===== src/rtl/int_div_pkg.sv =====
// Shared types and helpers for the sequential restoring divider.
// Optional signed support is enabled by defining INT_DIV_SIGNED_EN.
package int_div_pkg;

  localparam int unsigned DIV_DATA_WIDTH = 32;

  typedef enum logic [1:0] {
    DIV_IDLE = 2'd0,
    DIV_CALC = 2'd1,
    DIV_DONE = 2'd2
  } div_state_e;

  // Quotient reported for a zero divisor at the default width
  localparam logic [DIV_DATA_WIDTH-1:0] DIV_BY_ZERO_Q = '1;

  // Bits needed to count 0..v-1
  function automatic int unsigned clog2(input int unsigned v);
    int unsigned r;
    r = 0;
    while ((64'd1 << r) < 64'(v)) r++;
    return r;
  endfunction

endpackage


===== src/rtl/int_seq_divider_if.sv =====
// Operand/result valid-ready bundle between the ALU op decoder and the divider.
// The signed_in wire only matters when INT_DIV_SIGNED_EN is defined.
interface int_seq_divider_if #(
  parameter int unsigned DATA_WIDTH = 32
);
  logic                  in_valid;
  logic                  in_ready;
  logic [DATA_WIDTH-1:0] dividend;
  logic [DATA_WIDTH-1:0] divisor;
  logic                  signed_in;
  logic                  out_valid;
  logic                  out_ready;
  logic [DATA_WIDTH-1:0] quotient;
  logic [DATA_WIDTH-1:0] remainder;
  logic                  div_by_zero;

  modport master (
    output in_valid, dividend, divisor, signed_in, out_ready,
    input  in_ready, out_valid, quotient, remainder, div_by_zero
  );

  modport slave (
    input  in_valid, dividend, divisor, signed_in, out_ready,
    output in_ready, out_valid, quotient, remainder, div_by_zero
  );
endinterface


===== src/rtl/int_borrow_subtractor.sv =====
// Ripple borrow-chain subtractor: o_difference = i_minuend - i_subtrahend - i_borrow.
// The subtract counterpart of the carry-chain adder used by the multiplier.
module int_borrow_subtractor #(
  parameter int unsigned WIDTH = 33
) (
  input  logic [WIDTH-1:0] i_minuend,
  input  logic [WIDTH-1:0] i_subtrahend,
  input  logic             i_borrow,
  output logic [WIDTH-1:0] o_difference,
  output logic             o_borrow
);

  logic [WIDTH:0] w_b;

  assign w_b[0] = i_borrow;

  for (genvar i = 0; i < WIDTH; i++) begin : g_bit
    assign o_difference[i] = i_minuend[i] ^ i_subtrahend[i] ^ w_b[i];
    assign w_b[i+1]        = (~i_minuend[i] & i_subtrahend[i]) |
                             (~(i_minuend[i] ^ i_subtrahend[i]) & w_b[i]);
  end

  assign o_borrow = w_b[WIDTH];

endmodule


===== src/rtl/int_seq_divider.sv =====
// Multi-cycle restoring divider retiring one quotient bit per clock.
// Define INT_DIV_SIGNED_EN to add two's-complement operation selected by signed_in.
module int_seq_divider
  import int_div_pkg::*;
#(
  parameter int unsigned DATA_WIDTH = DIV_DATA_WIDTH
) (
  input  logic               clk,
  input  logic               rst,
  int_seq_divider_if.slave   bus
);

  localparam int unsigned CW = clog2(DATA_WIDTH);

  div_state_e            r_state;
  logic [CW-1:0]         r_cnt;
  logic [DATA_WIDTH-1:0] r_dvd;
  logic [DATA_WIDTH-1:0] r_dsr;
  logic [DATA_WIDTH-1:0] r_rem;
  logic [DATA_WIDTH-1:0] r_q;
  logic                  r_in_ready;
  logic                  r_out_valid;
  logic [DATA_WIDTH-1:0] r_quotient;
  logic [DATA_WIDTH-1:0] r_remainder;
  logic                  r_dz;

  logic [DATA_WIDTH:0]   w_p;
  logic [DATA_WIDTH:0]   w_d;
  logic                  w_borrow;
  logic [DATA_WIDTH-1:0] w_rem_next;
  logic [DATA_WIDTH-1:0] w_q_next;
  logic [DATA_WIDTH-1:0] w_dvd_mag;
  logic [DATA_WIDTH-1:0] w_dsr_mag;
  logic [DATA_WIDTH-1:0] w_q_fix;
  logic [DATA_WIDTH-1:0] w_r_fix;
  logic                  w_unused;

  // One restoring step: trial-subtract divisor from the shifted partial remainder
  assign w_p = {r_rem, r_dvd[DATA_WIDTH-1]};

  int_borrow_subtractor #(
    .WIDTH (DATA_WIDTH + 1)
  ) u_sub (
    .i_minuend    (w_p),
    .i_subtrahend ({1'b0, r_dsr}),
    .i_borrow     (1'b0),
    .o_difference (w_d),
    .o_borrow     (w_borrow)
  );

  assign w_rem_next = w_borrow ? w_p[DATA_WIDTH-1:0] : w_d[DATA_WIDTH-1:0];
  assign w_q_next   = {r_q[DATA_WIDTH-2:0], ~w_borrow};

`ifdef INT_DIV_SIGNED_EN
  logic r_neg_q;
  logic r_neg_r;
  logic w_dvd_neg;
  logic w_dsr_neg;

  // Magnitudes on accept; sign fixup folded into the final step's result load
  always_comb begin
    w_dvd_neg = bus.signed_in & bus.dividend[DATA_WIDTH-1];
    w_dsr_neg = bus.signed_in & bus.divisor[DATA_WIDTH-1];
    w_dvd_mag = w_dvd_neg ? (~bus.dividend + 1'b1) : bus.dividend;
    w_dsr_mag = w_dsr_neg ? (~bus.divisor + 1'b1) : bus.divisor;
    w_q_fix   = r_neg_q ? (~w_q_next + 1'b1) : w_q_next;
    w_r_fix   = r_neg_r ? (~w_rem_next + 1'b1) : w_rem_next;
  end

  always_ff @(posedge clk) begin
    if (rst) begin
      r_neg_q <= 1'b0;
      r_neg_r <= 1'b0;
    end else if (r_state == DIV_IDLE && bus.in_valid) begin
      r_neg_q <= w_dvd_neg ^ w_dsr_neg;
      r_neg_r <= w_dvd_neg;
    end
  end
`else
  always_comb begin
    w_dvd_mag = bus.dividend;
    w_dsr_mag = bus.divisor;
    w_q_fix   = w_q_next;
    w_r_fix   = w_rem_next;
  end
`endif

  assign w_unused = &{1'b0, w_d[DATA_WIDTH], bus.signed_in};

  // Control FSM with registered handshake and result outputs
  always_ff @(posedge clk) begin
    if (rst) begin
      r_state     <= DIV_IDLE;
      r_cnt       <= '0;
      r_dvd       <= '0;
      r_dsr       <= '0;
      r_rem       <= '0;
      r_q         <= '0;
      r_in_ready  <= 1'b1;
      r_out_valid <= 1'b0;
      r_quotient  <= '0;
      r_remainder <= '0;
      r_dz        <= 1'b0;
    end else begin
      case (r_state)
        DIV_IDLE: begin
          if (bus.in_valid) begin
            r_dvd      <= w_dvd_mag;
            r_dsr      <= w_dsr_mag;
            r_rem      <= '0;
            r_q        <= '0;
            r_in_ready <= 1'b0;
            if (bus.divisor == '0) begin
              // Zero divisor skips the datapath; out_valid follows one edge later
              r_quotient  <= '1;
              r_remainder <= bus.dividend;
              r_dz        <= 1'b1;
              r_state     <= DIV_DONE;
            end else begin
              r_cnt   <= CW'(DATA_WIDTH - 1);
              r_state <= DIV_CALC;
            end
          end
        end
        DIV_CALC: begin
          r_rem <= w_rem_next;
          r_q   <= w_q_next;
          r_dvd <= {r_dvd[DATA_WIDTH-2:0], 1'b0};
          if (r_cnt == '0) begin
            r_quotient  <= w_q_fix;
            r_remainder <= w_r_fix;
            r_dz        <= 1'b0;
            r_out_valid <= 1'b1;
            r_state     <= DIV_DONE;
          end else begin
            r_cnt <= r_cnt - 1'b1;
          end
        end
        DIV_DONE: begin
          if (!r_out_valid) begin
            r_out_valid <= 1'b1;
          end else if (bus.out_ready) begin
            r_out_valid <= 1'b0;
            r_in_ready  <= 1'b1;
            r_state     <= DIV_IDLE;
          end
        end
        default: begin
          r_state     <= DIV_IDLE;
          r_in_ready  <= 1'b1;
          r_out_valid <= 1'b0;
        end
      endcase
    end
  end

  assign bus.in_ready    = r_in_ready;
  assign bus.out_valid   = r_out_valid;
  assign bus.quotient    = r_quotient;
  assign bus.remainder   = r_remainder;
  assign bus.div_by_zero = r_dz;

endmodule


===== src/flat_wrapper.sv =====
// flat-port wrapper written by rule: the top's interface ports become plain ports
module int_seq_divider_flat import int_div_pkg::*;
#(
  parameter int unsigned DATA_WIDTH = DIV_DATA_WIDTH
)
  (clk, rst, bus_in_valid, bus_dividend, bus_divisor, bus_signed_in, bus_out_ready, bus_in_ready, bus_out_valid, bus_quotient, bus_remainder, bus_div_by_zero);
  int_seq_divider_if #(.DATA_WIDTH(DATA_WIDTH)) bus_i ();
  input  logic clk;
  input  logic rst;
  input wire logic [$bits(bus_i.in_valid)-1:0] bus_in_valid;
  input wire logic [$bits(bus_i.dividend)-1:0] bus_dividend;
  input wire logic [$bits(bus_i.divisor)-1:0] bus_divisor;
  input wire logic [$bits(bus_i.signed_in)-1:0] bus_signed_in;
  input wire logic [$bits(bus_i.out_ready)-1:0] bus_out_ready;
  output wire logic [$bits(bus_i.in_ready)-1:0] bus_in_ready;
  output wire logic [$bits(bus_i.out_valid)-1:0] bus_out_valid;
  output wire logic [$bits(bus_i.quotient)-1:0] bus_quotient;
  output wire logic [$bits(bus_i.remainder)-1:0] bus_remainder;
  output wire logic [$bits(bus_i.div_by_zero)-1:0] bus_div_by_zero;
  assign bus_i.in_valid = bus_in_valid;
  assign bus_i.dividend = bus_dividend;
  assign bus_i.divisor = bus_divisor;
  assign bus_i.signed_in = bus_signed_in;
  assign bus_i.out_ready = bus_out_ready;
  assign bus_in_ready = bus_i.in_ready;
  assign bus_out_valid = bus_i.out_valid;
  assign bus_quotient = bus_i.quotient;
  assign bus_remainder = bus_i.remainder;
  assign bus_div_by_zero = bus_i.div_by_zero;
  int_seq_divider #(.DATA_WIDTH(DATA_WIDTH)) u_core (.clk(clk), .rst(rst), .bus(bus_i));
endmodule

===== config.mk =====
export PLATFORM = sky130hd
export DESIGN_NAME = int_seq_divider_flat
export DESIGN_NICKNAME = d
export VERILOG_FILES = /design/src/rtl/int_div_pkg.sv /design/src/rtl/int_seq_divider_if.sv /design/src/rtl/int_borrow_subtractor.sv /design/src/rtl/int_seq_divider.sv /design/src/flat_wrapper.sv
export SDC_FILE = /design/constraint.sdc
export NUM_CORES = 1
export LEC_CHECK = 0
export ABC_AREA = 1
export BUFFER_PORTS_ARGS = -buffer_cell sky130_fd_sc_hd__buf_2
export CELL_PAD_IN_SITES_DETAIL_PLACEMENT = 1
export CELL_PAD_IN_SITES_GLOBAL_PLACEMENT = 1
export CORE_UTILIZATION = 25
export CTS_CLUSTER_SIZE = 30
export DETAILED_ROUTE_END_ITERATION = 10
export PLACE_DENSITY = 0.51
export SETUP_SLACK_MARGIN = 0.1
export SLEW_MARGIN = 10
export SYNTH_ARGS = -nofsm -noshare
export SYNTH_HDL_FRONTEND = slang
export SYNTH_SLANG_ARGS = --single-unit

===== constraint.sdc =====
create_clock -name clk -period 16.6 [get_ports clk]
set_clock_uncertainty 0.15 [all_clocks]
set_input_delay 0.83 -clock clk [delete_from_list [all_inputs] [get_ports clk]]
set_output_delay 0.83 -clock clk [all_outputs]
set_load 0.02 [all_outputs]

==> impl_metrics.toml <==
[cts]
clockRootBuffer = "clkbuf_16"
cts_tree = "built"
clkLatencyLatePin_ns = 0.54
cts_buffers = 26
cts.path.max_buffers = 3
h-tree-depth = 1
clock-sinks = 201
clk_pin_slew_ns = 0.06

[pwr]
p_leak_nw = 5.00
p_per_area_nw_per_um2 = 197
ir_drop_mv = 0.0996

[timing]
hold_violations = 0
tightest_slew_ns = 1.11
period_share = 0.953
fin_crit_ns = 15.82
slew_headroom = 0.257
fmax_mhz = 63.2
hold_ws_ns = 0.311
drv_slew = 0
fin_tns_setup_ns = 0
rsz0062_at_grt = "false"
final-setup-viol-count = 0

[placed_design]
io_buffers = 134
dpl.hpwl_um = 17900
routabilityCongestion = 0.718
placed_cells = 1828

[global_route]
gr-total-overflow = 0
antenna_found_initial = 3
grt_pass1_wl_um = 46400
grt_max_degree = 86
grt_usage = 0.149
grt_pass1_vias = 8671

[final_layout]
seqCellArea_um2 = 4020
final_cells = 1877
fill_cells = 4530
final_layout_size_suffix_gt1_frac = 0.178
syn_to_final_growth_pct = 20.0
multi_input_area_um2 = 4580
final_net_count = 1458

[logic_synthesis]
synthArstFlopShare = 0
synth_edf_count = 0
synthTopCellsByArea = "dfxtp_1 43%, nand2_1 10%, nor2_1 7.4%"
synth.top_cell.area_share = 0.427
synth_seq_area_share = 0.427
synth-seq-cells = 201
yosysTopAreaCell = "dfxtp_1"
synth_cell_types = 30
synth_most_common_cell = "nand2_1"
syn_area_um2 = 9420
netlist_top_cells_count = "250 x nand2_1, 201 x dfxtp_1, 186 x nor2_1"
syn_nets = 1377
avgSynthCellArea_um2 = 7.41
syn-instance-count = 1271
ys.flop_type = "dfxtp_1"
yosys_warnings = 0

[worst_hold_path]
hold_path_end = "u_core.r_q[30]$_SDFFE_PP0P_"
hold_start = "u_core.r_q[30]$_SDFFE_PP0P_"
hold_class = "reg -> reg"
hold_depth = 2

[detailed_routing]
wirelength_um = 28000
antenna_left = 0
vias = 8352
route.detailed.drc = 0
drt-initial-drc-count = 254
dr.pass1.iters = 4
vias_per_cell = 4.45
routedWlPerCell_um = 14.9

[outcome]
status = "finished, final reports clean"

[worst_setup_path]
path_depth = 42
crit_type = "reg -> reg"
critPathMaxStageDelay_ns = 0.48
cpMostUsedCell = "fa_1"
endpoint_kind = "flop"
cp.arrival_ns = 16.09
cp-start-kind = "flop"
slowest_stage = "fa_1"
path_buf_inv = 3
r2r_end = "u_core.bus.remainder[22]$_SDFFE_PP0P_"
critPathRequiredTime_ns = 16.87
r2r_setup_slack_ns = 0.78
crit_family = "adder cells"
worst-path-max-fanout = 16
r2r_cells = 42
timing.rr.start = "u_core.r_dvd[31]$_SDFFE_PP0P_"

[floorplanning]
start_util = 0.255
die-area_um2 = 38500
rows = 70
fp.dieW_um = 196
die_h_um = 196
core_um2 = 36900
pin_count = 136

[run]
cap_violations = 0
[through the flow]
stage	power [mW]	cell area, um2	util	worst slack [ns]
6_report	2.22	11300	0.307	0.777
5_1_grt	2.45	11300	0.307	0.111
4_1_cts	2.26	11200	0.305	0.260
3_5_place_dp	1.68	10400	0.282	0.271
3_3_place_gp	1.66	10400	0.282	0.341
2_1_floorplan	1.43	9420	-	1.13
[area by class of cell]
| cell class | instances | area share |
|---|---|---|
| timing repair buffer | 145 | 0.0688 |
| multi-input combinational | 863 | 0.405 |
| clock inverter | 7 | 0.00631 |
| antenna | 1 | 0.000221 |
| clock buffer | 41 | 0.0696 |
| sequential | 201 | 0.356 |
| inverter | 115 | 0.0385 |
| tap | 504 | 0.0558 |
[routing by layer]
metal,vias to the layer above,GRT usage,wire (um)
met5,-,0,29
met1,3939,0.194,13500
met2,110,0.255,12900
met3,33,0.0297,1120
met4,4,0.0289,424
li1,4266,-,-
[flip-flops by register name, summed over array words and instances, names as in the netlist]
register and cells:
u_core.r_state 2, u_core.r_cnt 5, u_core.r_rem 32, u_core.bus.remainder 32
u_core.bus.div_by_zero 1, u_core.r_dvd 32, u_core.bus.in_ready 1, u_core.bus.quotient 32
u_core.r_q 31, u_core.r_dsr 32, u_core.bus.out_valid 1
[repair_timing]
item                                   in CTS  in global routing
setup buffers                               0                  0
gates resized for setup                     0                 15
setup endpoints to repair                   0                 48
endpoints found under the hold margin       0                  0
hold buffers                                0                  0
[cell families after synthesis]
family,after synthesis,synth area share
adders and majority gates,37,0.0739
DFF,201,0.427
AOI/OAI and AO/OA,273,0.162
and+or+nand+nor,553,0.244
buffers and inverters,207,0.0926
[layout by cell type (no fill, tap or decap)]
master,n
nand2_1,249
dfxtp_1,201
nor2_1,186
buf_2,134
inv_1,110
a21oi_1,99
o21ai_0,72
nand3_1,68
a31oi_1,32
or2_2,31
o211ai_1,31
o22ai_1,28
fa_1,28
clkbuf_16,26
buf_4,9
clkbuf_8,8
clkbuf_1,7
nand4_1,6
clkinv_2,6
a21oi_2,5
ha_1,5
inv_2,3
nand2_2,3
o22ai_2,3
nor2_2,3
fa_2,3
o21bai_1,2
or2_0,2
nand2_4,2
buf_12,2
diode_2,1
nand3b_1,1
o21ai_2,1
inv_4,1
and3_1,1
nor2_4,1
ha_2,1
clkinv_8,1
bufinv_16,1
[report_power, final]
group | switching [mW] | total, mW | internal (mW)
sequential | 0.0553 | 0.660 | 0.604
clock | 0.221 | 0.560 | 0.340
combinational | 0.664 | 1.00 | 0.338
total | 0.940 | 2.22 | 1.28
[how the worst max path moves through the flow]
stage / startpoint / end / slack [ns]
finish: u_core.r_dvd[31]$_SDFFE_PP0P_ / u_core.bus.remainder[22]$_SDFFE_PP0P_ / 0.78
global route: u_core.r_dvd[31]$_SDFFE_PP0P_ / u_core.bus.remainder[25]$_SDFFE_PP0P_ / 0.11
CTS: u_core.r_dvd[31]$_SDFFE_PP0P_ / u_core.bus.remainder[8]$_SDFFE_PP0P_ / 0.26
detailed placement: u_core.r_dvd[31]$_SDFFE_PP0P_ / u_core.bus.remainder[8]$_SDFFE_PP0P_ / 0.27
global placement: u_core.r_dvd[31]$_SDFFE_PP0P_ / u_core.bus.remainder[8]$_SDFFE_PP0P_ / 0.34
floorplan: u_core.r_dvd[31]$_SDFFE_PP0P_ / u_core.bus.remainder[13]$_SDFFE_PP0P_ / 1.13
[worst min-delay path: stages, from the launching register on]
cell     delay [ns]
dfxtp_1        0.30
nand2_1        0.06
a21oi_1        0.05
No activity file was read; power rests on OpenSTA's default activity.
